==> src/rtl/traffic_phase_scheduler_pkg.sv <==
// Shared types and constants for the intersection phase scheduler:
// phase codes, light encodings and light-decode helpers.
package traffic_phase_scheduler_pkg;

  typedef enum logic [2:0] {
    ST_MAIN_GREEN  = 3'd0,
    ST_MAIN_YELLOW = 3'd1,
    ST_ALL_RED_A   = 3'd2,
    ST_SIDE_GREEN  = 3'd3,
    ST_SIDE_YELLOW = 3'd4,
    ST_PED_WALK    = 3'd5,
    ST_ALL_RED_B   = 3'd6
  } phase_t;

  // Light buses are {red, yellow, green}, one-hot.
  localparam logic [2:0] RED = 3'b100;
  localparam logic [2:0] YEL = 3'b010;
  localparam logic [2:0] GRN = 3'b001;

  function automatic logic [2:0] main_lights_of(input phase_t s);
    logic [2:0] l;
    l = RED;
    case (s)
      ST_MAIN_GREEN:  l = GRN;
      ST_MAIN_YELLOW: l = YEL;
      default:        l = RED;
    endcase
    return l;
  endfunction

  function automatic logic [2:0] side_lights_of(input phase_t s);
    logic [2:0] l;
    l = RED;
    case (s)
      ST_SIDE_GREEN:  l = GRN;
      ST_SIDE_YELLOW: l = YEL;
      default:        l = RED;
    endcase
    return l;
  endfunction

  function automatic logic walk_of(input phase_t s);
    return (s == ST_PED_WALK);
  endfunction

endpackage

==> src/rtl/traffic_phase_scheduler_if.sv <==
// Request/timebase inputs and light outputs of the phase scheduler.
// master drives requests and tick; slave is the scheduler.
interface traffic_phase_scheduler_if;

  logic       tick;
  logic       side_req;
  logic       ped_req;
  logic [2:0] main_road_lights;
  logic [2:0] side_road_lights;
  logic       ped_walk;
  logic [2:0] phase;

  modport master (
    output tick,
    output side_req,
    output ped_req,
    input  main_road_lights,
    input  side_road_lights,
    input  ped_walk,
    input  phase
  );

  modport slave (
    input  tick,
    input  side_req,
    input  ped_req,
    output main_road_lights,
    output side_road_lights,
    output ped_walk,
    output phase
  );

endinterface

==> src/rtl/traffic_phase_scheduler_phase_timer.sv <==
// Loadable down-counter for phase durations: load wins, otherwise counts
// down on tick and parks at zero.
module phase_timer #(
  parameter int unsigned CNT_W = 8
) (
  input  logic             clk,
  input  logic             tick,
  input  logic             load,
  input  logic [CNT_W-1:0] load_val,
  output logic             zero
);

  logic [CNT_W-1:0] count;

  always_ff @(posedge clk) begin
    if (load) begin
      count <= load_val;
    end else if (tick && (count != '0)) begin
      count <= count - 1'b1;
    end
  end

  assign zero = (count == '0);

endmodule

==> src/rtl/traffic_phase_scheduler.sv <==
// Intersection sequencer: main road rests on green, latched side/ped
// requests are granted through yellow and all-red clearance phases.
module traffic_phase_scheduler
  import traffic_phase_scheduler_pkg::*;
#(
  parameter int unsigned MAIN_MIN_GREEN = 8,
  parameter int unsigned SIDE_GREEN     = 5,
  parameter int unsigned YELLOW         = 2,
  parameter int unsigned ALL_RED        = 1,
  parameter int unsigned PED_WALK       = 4,
  parameter int unsigned CNT_W          = 8
) (
  input logic                     clk,
  input logic                     start,
  traffic_phase_scheduler_if.slave bus
);

  localparam logic [CNT_W-1:0] MAIN_LD  = CNT_W'(MAIN_MIN_GREEN - 1);
  localparam logic [CNT_W-1:0] SIDE_LD  = CNT_W'(SIDE_GREEN - 1);
  localparam logic [CNT_W-1:0] YEL_LD   = CNT_W'(YELLOW - 1);
  localparam logic [CNT_W-1:0] RED_LD   = CNT_W'(ALL_RED - 1);
  localparam logic [CNT_W-1:0] WALK_LD  = CNT_W'(PED_WALK - 1);

  phase_t           state_q;
  phase_t           state_d;
  logic             side_pend;
  logic             ped_pend;
  logic             rr;
  logic             advance;
  logic             timer_zero;
  logic             timer_load;
  logic [CNT_W-1:0] load_val;
  logic             grant_side;
  logic             grant_ped;

  function automatic logic [CNT_W-1:0] load_for(input phase_t s);
    logic [CNT_W-1:0] v;
    v = MAIN_LD;
    case (s)
      ST_MAIN_GREEN:  v = MAIN_LD;
      ST_MAIN_YELLOW: v = YEL_LD;
      ST_ALL_RED_A:   v = RED_LD;
      ST_SIDE_GREEN:  v = SIDE_LD;
      ST_SIDE_YELLOW: v = YEL_LD;
      ST_PED_WALK:    v = WALK_LD;
      ST_ALL_RED_B:   v = RED_LD;
      default:        v = MAIN_LD;
    endcase
    return v;
  endfunction

  phase_timer #(
    .CNT_W (CNT_W)
  ) u_timer (
    .clk      (clk),
    .tick     (bus.tick),
    .load     (timer_load),
    .load_val (load_val),
    .zero     (timer_zero)
  );

  always_comb begin
    state_d = state_q;
    if (bus.tick && timer_zero) begin
      case (state_q)
        ST_MAIN_GREEN: begin
          if (side_pend || ped_pend) state_d = ST_MAIN_YELLOW;
        end
        ST_MAIN_YELLOW: state_d = ST_ALL_RED_A;
        ST_ALL_RED_A: begin
          // rr breaks the tie when both are waiting; neither pending only
          // arises from an unreachable path, so return to main safely.
          if (side_pend && ped_pend) state_d = rr ? ST_PED_WALK : ST_SIDE_GREEN;
          else if (side_pend)        state_d = ST_SIDE_GREEN;
          else if (ped_pend)         state_d = ST_PED_WALK;
          else                       state_d = ST_ALL_RED_B;
        end
        ST_SIDE_GREEN:  state_d = ST_SIDE_YELLOW;
        ST_SIDE_YELLOW: state_d = ST_ALL_RED_B;
        ST_PED_WALK:    state_d = ST_ALL_RED_B;
        ST_ALL_RED_B:   state_d = ST_MAIN_GREEN;
        default:        state_d = ST_MAIN_GREEN;
      endcase
    end
  end

  always_comb begin
    advance    = (state_d != state_q);
    grant_side = advance && (state_d == ST_SIDE_GREEN);
    grant_ped  = advance && (state_d == ST_PED_WALK);
    timer_load = !start || advance;
    load_val   = start ? load_for(state_d) : MAIN_LD;
  end

  // Lights decode from the next state so they are registered alongside it.
  always_ff @(posedge clk) begin
    if (!start) begin
      state_q              <= ST_MAIN_GREEN;
      side_pend            <= 1'b0;
      ped_pend             <= 1'b0;
      rr                   <= 1'b0;
      bus.main_road_lights <= GRN;
      bus.side_road_lights <= RED;
      bus.ped_walk         <= 1'b0;
    end else begin
      state_q              <= state_d;
      bus.main_road_lights <= main_lights_of(state_d);
      bus.side_road_lights <= side_lights_of(state_d);
      bus.ped_walk         <= walk_of(state_d);
      side_pend            <= grant_side ? 1'b0 : (side_pend | bus.side_req);
      ped_pend             <= grant_ped  ? 1'b0 : (ped_pend  | bus.ped_req);
      if (grant_side)     rr <= 1'b1;
      else if (grant_ped) rr <= 1'b0;
    end
  end

  assign bus.phase = state_q;

  safe_roads: assert property (@(posedge clk) disable iff (!start)
    !((bus.main_road_lights != RED) && (bus.side_road_lights != RED)));

  safe_walk: assert property (@(posedge clk) disable iff (!start)
    !(bus.ped_walk && ((bus.main_road_lights != RED) || (bus.side_road_lights != RED))));

  onehot_lights: assert property (@(posedge clk) disable iff (!start)
    $onehot(bus.main_road_lights) && $onehot(bus.side_road_lights));

endmodule
==> src/flat_wrapper.sv <==
// flat-port wrapper written by rule: the top's interface ports become plain ports
module traffic_phase_scheduler_flat import traffic_phase_scheduler_pkg::*;
#(
  parameter int unsigned MAIN_MIN_GREEN = 8,
  parameter int unsigned SIDE_GREEN     = 5,
  parameter int unsigned YELLOW         = 2,
  parameter int unsigned ALL_RED        = 1,
  parameter int unsigned PED_WALK       = 4,
  parameter int unsigned CNT_W          = 8
)
  (clk, start, bus_tick, bus_side_req, bus_ped_req, bus_main_road_lights, bus_side_road_lights, bus_ped_walk, bus_phase);
  traffic_phase_scheduler_if bus_i ();
  input logic clk;
  input logic start;
  input wire logic [$bits(bus_i.tick)-1:0] bus_tick;
  input wire logic [$bits(bus_i.side_req)-1:0] bus_side_req;
  input wire logic [$bits(bus_i.ped_req)-1:0] bus_ped_req;
  output wire logic [$bits(bus_i.main_road_lights)-1:0] bus_main_road_lights;
  output wire logic [$bits(bus_i.side_road_lights)-1:0] bus_side_road_lights;
  output wire logic [$bits(bus_i.ped_walk)-1:0] bus_ped_walk;
  output wire logic [$bits(bus_i.phase)-1:0] bus_phase;
  assign bus_i.tick = bus_tick;
  assign bus_i.side_req = bus_side_req;
  assign bus_i.ped_req = bus_ped_req;
  assign bus_main_road_lights = bus_i.main_road_lights;
  assign bus_side_road_lights = bus_i.side_road_lights;
  assign bus_ped_walk = bus_i.ped_walk;
  assign bus_phase = bus_i.phase;
  traffic_phase_scheduler #(.MAIN_MIN_GREEN(MAIN_MIN_GREEN), .SIDE_GREEN(SIDE_GREEN), .YELLOW(YELLOW), .ALL_RED(ALL_RED), .PED_WALK(PED_WALK), .CNT_W(CNT_W)) u_core (.clk(clk), .start(start), .bus(bus_i));
endmodule
==> config.mk <==
export PLATFORM = sky130hd
export DESIGN_NAME = traffic_phase_scheduler_flat
export DESIGN_NICKNAME = d
export VERILOG_FILES = /design/src/rtl/traffic_phase_scheduler_pkg.sv /design/src/rtl/traffic_phase_scheduler_if.sv /design/src/rtl/traffic_phase_scheduler_phase_timer.sv /design/src/rtl/traffic_phase_scheduler.sv /design/src/flat_wrapper.sv
export SDC_FILE = /design/constraint.sdc
export NUM_CORES = 1
export LEC_CHECK = 0
export CORE_UTILIZATION = 30
export DETAILED_ROUTE_END_ITERATION = 7
export DONT_BUFFER_PORTS = 1
export PLACE_DENSITY = 0.45
export SETUP_SLACK_MARGIN = 0.3
export SLEW_MARGIN = 20
export SYNTH_ARGS = -nofsm -noshare
export SYNTH_HDL_FRONTEND = slang
export SYNTH_SLANG_ARGS = --single-unit
==> constraint.sdc <==
create_clock -name clk -period 1.8 [get_ports clk]
set_input_delay 0.18 -clock clk [delete_from_list [all_inputs] [get_ports clk]]
set_output_delay 0.18 -clock clk [all_outputs]
set_load 0.005 [all_outputs]
==> impl_metrics.json, run 1 <==
{
  "finClkSkew_ns": 0.002164,
  "worstMarginPinSlew_ns": 0.4960,
  "start_util_pct": 32.28,
  "power.share.combinational_pct": 17.3,
  "rsz0062_at_grt": "true",
  "dr_total_vias": 960,
  "synth_edf_count": 8,
  "fin_nets": 151,
  "dp.cells": 169,
  "drv_slew": 0,
  "end_kind": "flop",
  "whs_ns": 0.03846,
  "max_freq_mhz": 559.6,
  "antenna_cells": 0,
  "pwr-share-seq_pct": 51.9,
  "synth-adder-area-share_pct": 2.252,
  "cts_max_level": 1,
  "port_buffers": 0,
  "dieArea_sq_mm": 0.003951,
  "drt-total-wl_um": 3044,
  "place_area_sq_mm": 0.001314,
  "cp.required_ns": 1.82,
  "swShare_pct": 25.68,
  "clk_root_buffer_cell": "clkbuf_8",
  "finalNonFillerCells": 189,
  "power_density_mw_per_mm2": 610.7,
  "synth_fp_nets": 117,
  "wl_per_cell_um": 16.11,
  "yosys-top-cells-area": "dfxtp_1 23%, edfxtp_1 22%, nor2_1 3.7%",
  "synth-seq-area-share_pct": 45.05,
  "cp_data_arrival_time_ns": 1.81,
  "cts_num_sinks": 21,
  "maxCapViolCount": 0,
  "synth-simple-area-share_pct": 25.45,
  "grt_usage_pct": 16.11,
  "syn_area_per_cell_sq_um": 10.10,
  "synth_mux_area_share_pct": 1.239,
  "synth-main-ff-cell": "dfxtp_1",
  "status": "complete, no violations",
  "synth_top_area_share_pct": 23.42,
  "cts_buffer_depth": 2,
  "period_minus_slack_ns": 1.787,
  "synth-compound-area-share_pct": 19.03,
  "cpPeakStageDelay_ns": 0.41,
  "core_sq_mm": 0.003442,
  "clock_latency_ns": 0.26,
  "pin_count": 15,
  "p_sw_w": 0.0002643,
  "die_y_um": 62.86,
  "slowest_stage": "edfxtp_1",
  "dp_hpwl_um": 1962,
  "power.leakage_nw": 0.6982,
  "p_clk_share_pct": 30.7,
  "drt_iter0_drc": 19,
  "ys_ff_latch": 21,
  "drc": 0,
  "synth_top_family_by_area": "simple AND/OR/NAND/NOR gates",
  "max-vdd-ir-drop_mv": 0.3345,
  "crit_path_max_fanout": 3,
  "tritoncts": "done",
  "overflow": 0,
  "ys_types": 46,
  "seq_area_sq_um": 501.7,
  "synth_area_leader_cell": "dfxtp_1",
  "fin_crit_sh_pct": 99.27,
  "first_pass_iters": 4,
  "slew_headroom_pct": 66.58,
  "multi_input_area_sq_um": 784.5,
  "synthArstFlopShare_pct": 0,
  "grt_pass1_wl_um": 4823,
  "syn2layout_area_growth_pct": 51.69,
  "drive_gt1_share_pct": 52.45,
  "synth_xor_area_share_pct": 3.941,
  "finalPower_w": 0.001029,
  "hold_viol": 0,
  "grt_max_degree": 15,
  "stdcell_area_sq_mm": 0.001685,
  "grt_pass1_vias": 963,
  "setup_violations": 0,
  "internal-power_w": 0.0007650,
  "cts_buffers": 3,
  "path_cells": "inv_2 -> buf_4 -> buf_6 -> buf_6 -> buf_6 -> buf_6 -> ha_4 -> nand2_2 -> xor2_1 -> nor2_2",
  "hold_path_class": "input port to flop",
  "syn_inst": 110,
  "die_x_um": 62.86,
  "ant_nets": 0,
  "critical_path_class": "flop to flop",
  "yosysWarnings": 0,
  "syn_area_sq_mm": 0.001111,
  "rows": 21,
  "cp_common_cell": "buf_6",
  "num-fill-cells": 320,
  "ff2ff_setup_slack_ns": 0.01,
  "gp_congestion": 0.8012,
  "via_per_inst": 5.079,
  "start_kind": "flop",
  "path_clk_slew_ns": 0.08,
  "antenna_found_initial": 0
}
==> through the flow <==
stage	setup TNS (ns)	util [%]	setup slack [ns]
floorplan	0	-	0.05289
global placement	-0.07672	38.17	-0.06079
detailed placement	-0.4481	38.17	-0.1410
CTS	0	45.40	0.09330
global route	-0.09635	48.96	-0.02733
finish	0	48.96	0.01311
==> flip-flops by register name, summed over array words and instances, names as in the netlist <==
name                         flops
u_core.bus.ped_walk              1
u_core.bus.main_road_lights      3
u_core.bus.phase                 3
u_core.ped_pend                  1
u_core.side_pend                 1
u_core.u_timer.count             8
u_core.bus.side_road_lights      3
u_core.rr                        1
==> worst paths after layout <==
path         cells after the start                                    end                               from
max reg2reg                     10  u_core.u_timer.count[4]$_SDFFCE_PN0P_  u_core.u_timer.count[1]$_DFFE_PP_
min reg2reg                      2                 u_core.rr$_SDFFE_PN0P_             u_core.rr$_SDFFE_PN0P_
max                             10  u_core.u_timer.count[4]$_SDFFCE_PN0P_  u_core.u_timer.count[1]$_DFFE_PP_
min                              1             u_core.ped_pend$_SDFF_PP0_                              start
==> cells in the final DEF (no fill, tap or decap), types with 3 or more instances in the layout <==
cell type / Yosys / final
nand2b_1: 3 / 3
edfxtp_1: 8 / 8
clkbuf_8: 0 / 3
and3_1: 6 / 5
nand2_1: 6 / 3
a21o_1: 4 / 3
buf_4: 1 / 23
o21ai_0: 4 / 3
buf_6: 1 / 8
dfxtp_1: 13 / 12
nor2_1: 11 / 7
==> timing repair <==
| item | in CTS | in global routing |
|---|---|---|
| endpoints found under the setup margin | 29 | 29 |
| pin swaps | 19 | 12 |
| endpoints found under the hold margin | 1 | 0 |
| buffers inserted | 9 | 6 |
| hold buffers | 1 | 0 |
| resized for setup | 27 | 18 |
==> layer usage <==
layer  GRT usage [%]  wire (um)
met1           19.91       1288
met2           26.49       1580
met3           3.285        107
met4           7.849         68
met5               0          0
==> power by group through the flow <==
stage / logic, W / clock network, W / registers (W)
after global routing: 0.000195 / 0.000354 / 0.000537
after global placement: 0.000109 / 0 / 0.000540
after floorplan: 0.0000637 / 0 / 0.000545
after detailed placement: 0.000107 / 0 / 0.000541
after CTS: 0.000147 / 0.000322 / 0.000534
final: 0.000178 / 0.000316 / 0.000534
==> cell type report <==
| type | instances | share of cell area (%) |
|---|---|---|
| clock inverter | 1 | 0.2970 |
| multi-input combinational | 83 | 46.55 |
| tap | 46 | 3.415 |
| inverter | 2 | 0.4454 |
| sequential | 21 | 29.77 |
| timing repair buffer | 33 | 17.07 |
| clock buffer | 3 | 2.450 |
==> kinds of logic (layout without fill, tap and decap cells) <==
family                     count (synthesis)  after routing
and+or+nand+nor                           48             48
AOI/OAI and AO/OA                         27             27
DFF                                       21             21
buffers and inverters                      6             39
xor gates and xnor gates                   5              5
adders and majority gates                  2              2
muxes                                      1              1
==> Yosys cell counts (2+ instances only) <==
cell      instances
nand2b_1          3
o211ai_1          2
clkbuf_1          2
nor2_1           11
xnor2_1           2
inv_1             2
edfxtp_1          8
ha_1              2
and2_1            3
xor2_1            3
nand2_1           6
nor2b_1           2
nor3b_1           2
a21oi_1           4
a21o_1            4
dfxtp_1          13
nand3_1           4
o21ai_0           4
and3_1            6
==> worst max-delay path: cells and delay by family (launching register included) <==
kind	cells	cell delay [ns]
buffers and inverters	6	0.64
DFF	1	0.41
xor gates and xnor gates	1	0.21
adders and majority gates	1	0.17
and+or+nand+nor	2	0.13
(Power assumes the default switching activity.)
==> run 2: changes to the inputs <==
ABC_AREA = 1   (was not set)
==> impl_metrics.json, run 2 <==
{
  "status": "complete, no violations",
  "min_to": "u_core.ped_pend$_SDFF_PP0_",
  "rows": 21,
  "cp.required_ns": 1.74,
  "cts_max_level": 1,
  "max_freq_mhz": 592.1,
  "drc": 0,
  "regMostFlops": "u_core.u_timer.count",
  "yosysMostFrequentCell": "nor2_1",
  "power_density_mw_per_mm2": 670.2,
  "slew_headroom_pct": 78.46,
  "grt_usage_pct": 14.38,
  "wl_per_cell_um": 12.32,
  "synth_mux_area_share_pct": 0,
  "finalNonFillerCells": 207,
  "port_buffers": 0,
  "antenna_cells": 0,
  "drt_iter0_drc": 11,
  "min_path_cells": 2,
  "hold_path_class": "input port to flop",
  "die_y_um": 63.00,
  "synth_fp_nets": 150,
  "crit_path_max_fanout": 8,
  "rsz0062_at_grt": "true",
  "grt_pass1_wl_um": 4409,
  "final_common_cell": "nand2_1",
  "rr_startpoint": "u_core.u_timer.count[2]$_DFFE_PP_",
  "setup_violations": 0,
  "power.leakage_nw": 0.6259,
  "synth-simple-area-share_pct": 35.31,
  "ys_ff_latch": 21,
  "clk_root_buffer_cell": "clkbuf_8",
  "path_clk_slew_ns": 0.08,
  "ff2ff_setup_slack_ns": 0.11,
  "drive_gt1_share_pct": 38.51,
  "drt-total-wl_um": 2550,
  "syn2layout_area_growth_pct": 30.83,
  "pre_cts_slack_ns": 0.04967,
  "overflow": 0,
  "antenna_found_initial": 0,
  "mostFrequentLayoutCells": "21 x nand2_1, 19 x nor2_1, 16 x inv_1",
  "dp_hpwl_um": 1770,
  "cts_num_sinks": 21,
  "dp.cells": 191,
  "first_pass_iters": 4,
  "clock_latency_ns": 0.26,
  "die_x_um": 63.00,
  "hold_viol": 0,
  "via_per_inst": 4.594,
  "critical_path_class": "flop to flop",
  "dieArea_sq_mm": 0.003968,
  "synth_xor_area_share_pct": 3.924,
  "synth_top_area_share_pct": 23.32,
  "synth-seq-area-share_pct": 44.84,
  "synth-main-ff-cell": "dfxtp_1",
  "syn_area_sq_mm": 0.001116,
  "cts_buffers": 3,
  "gp_congestion": 0.7981,
  "tritoncts": "done",
  "cp_data_arrival_time_ns": 1.63,
  "yosys-top-cells-count": "29 x nor2_1, 24 x nand2_1, 18 x inv_1",
  "ys_types": 25,
  "period_minus_slack_ns": 1.689,
  "worstRegToRegCells": 7,
  "crit_start": "u_core.u_timer.count[2]$_DFFE_PP_",
  "worstMarginPinSlew_ns": 0.3219,
  "synth_edf_count": 8,
  "synth_area_leader_cell": "dfxtp_1",
  "max-vdd-ir-drop_mv": 0.2854,
  "grt_max_degree": 13,
  "setup_ws_ns": 0.1110,
  "synth_top_family_by_area": "simple AND/OR/NAND/NOR gates",
  "cts_buffer_depth": 2,
  "start_util_pct": 32.42,
  "maxCapViolCount": 0,
  "dr_total_vias": 951,
  "yosys-top-cells-area": "dfxtp_1 23%, edfxtp_1 22%, nor2_1 9.8%",
  "ctsHoldBuffers": 0,
  "synthArstFlopShare_pct": 0,
  "start_kind": "flop",
  "end_kind": "flop",
  "syn_inst": 143,
  "fin_crit_sh_pct": 93.83,
  "tns_ns": 0,
  "core_sq_mm": 0.003442,
  "fin_nets": 169,
  "drv_slew": 0,
  "grt_pass1_vias": 975,
  "pin_count": 15,
  "synth-compound-area-share_pct": 6.951,
  "ant_nets": 0,
  "largest_register_ffs": 8,
  "finClkSkew_ns": 0.008250,
  "yosysWarnings": 0,
  "synth-adder-area-share_pct": 2.242,
  "syn_area_per_cell_sq_um": 7.805,
  "r2r-end": "u_core.u_timer.count[4]$_SDFFCE_PN0P_",
  "worstHoldStart": "start"
}
==> run 2: worst max-delay path, cell delays in order (launching register included) <==
cell      delay [ns]
edfxtp_1        0.47
nor2_4          0.17
nand2_2         0.09
nor2_4          0.16
nand2_4         0.10
a21oi_4         0.15
nor2_4          0.08
o21ai_4         0.14
==> run 2: cells by family after synthesis <==
logic type                 Yosys count
buffers and inverters               20
adders and majority gates            2
DFF                                 21
xor gates and xnor gates             5
AOI/OAI and AO/OA                   13
and+or+nand+nor                     82
==> run 2: worst max path at each step <==
stage,endpoint,slack (ns)
after detailed placement,u_core.u_timer.count[1]$_DFFE_PP_,0.05
after global routing,u_core.rr$_SDFFE_PN0P_,0.003
final,u_core.u_timer.count[4]$_SDFFCE_PN0P_,0.11
after CTS,u_core.u_timer.count[1]$_DFFE_PP_,0.15
after global placement,u_core.u_timer.count[0]$_DFFE_PP_,0.06
after floorplan,u_core.u_timer.count[1]$_DFFE_PP_,0.24
==> run 2: where the power goes <==
part | switching, W | total [W] | internal [W]
clock | 0.000161 | 0.000316 | 0.000154
combinational | 0.0000699 | 0.000128 | 0.0000579
sequential | 0.0000195 | 0.000535 | 0.000516
==> run 2: area by class of cell <==
cell class                 instances  area, sq um
clock buffer                       3        41.29
clock inverter                     1        5.005
fill                             363         1982
inverter                          19        76.32
multi-input combinational        102        663.1
sequential                        21        500.5
tap                               46        57.56
timing repair buffer              15        116.4
==> run 2: metal layers <==
metal	wire, um	global-route usage (%)	vias to the layer above
li1	-	-	488
met1	1267	18.81	448
met2	1195	22.72	13
met3	60	2.920	2
met4	27	6.105	0
met5	0	0	-
==> run 2: repair_timing <==
item,CTS,global route
gates resized for setup,19,12
setup buffers,10,2
endpoints found under the setup margin,25,25
pin swaps,10,6
==> run 2: through the flow <==
| step | total power, W | util, % | hold WS (ns) | instance area, sq um |
|---|---|---|---|---|
| 2_1_floorplan | 0.0006093 | - | 0.3094 | 1132 |
| 3_3_place_gp | 0.0006230 | 35.11 | 0.3077 | 1209 |
| 3_5_place_dp | 0.0006251 | 35.11 | 0.3110 | 1209 |
| 4_1_cts | 0.0009686 | 40.89 | 0.03384 | 1408 |
| 5_1_grt | 0.001022 | 42.42 | 0.03538 | 1460 |
| 6_report | 0.0009786 | 42.42 | 0.03608 | 1460 |
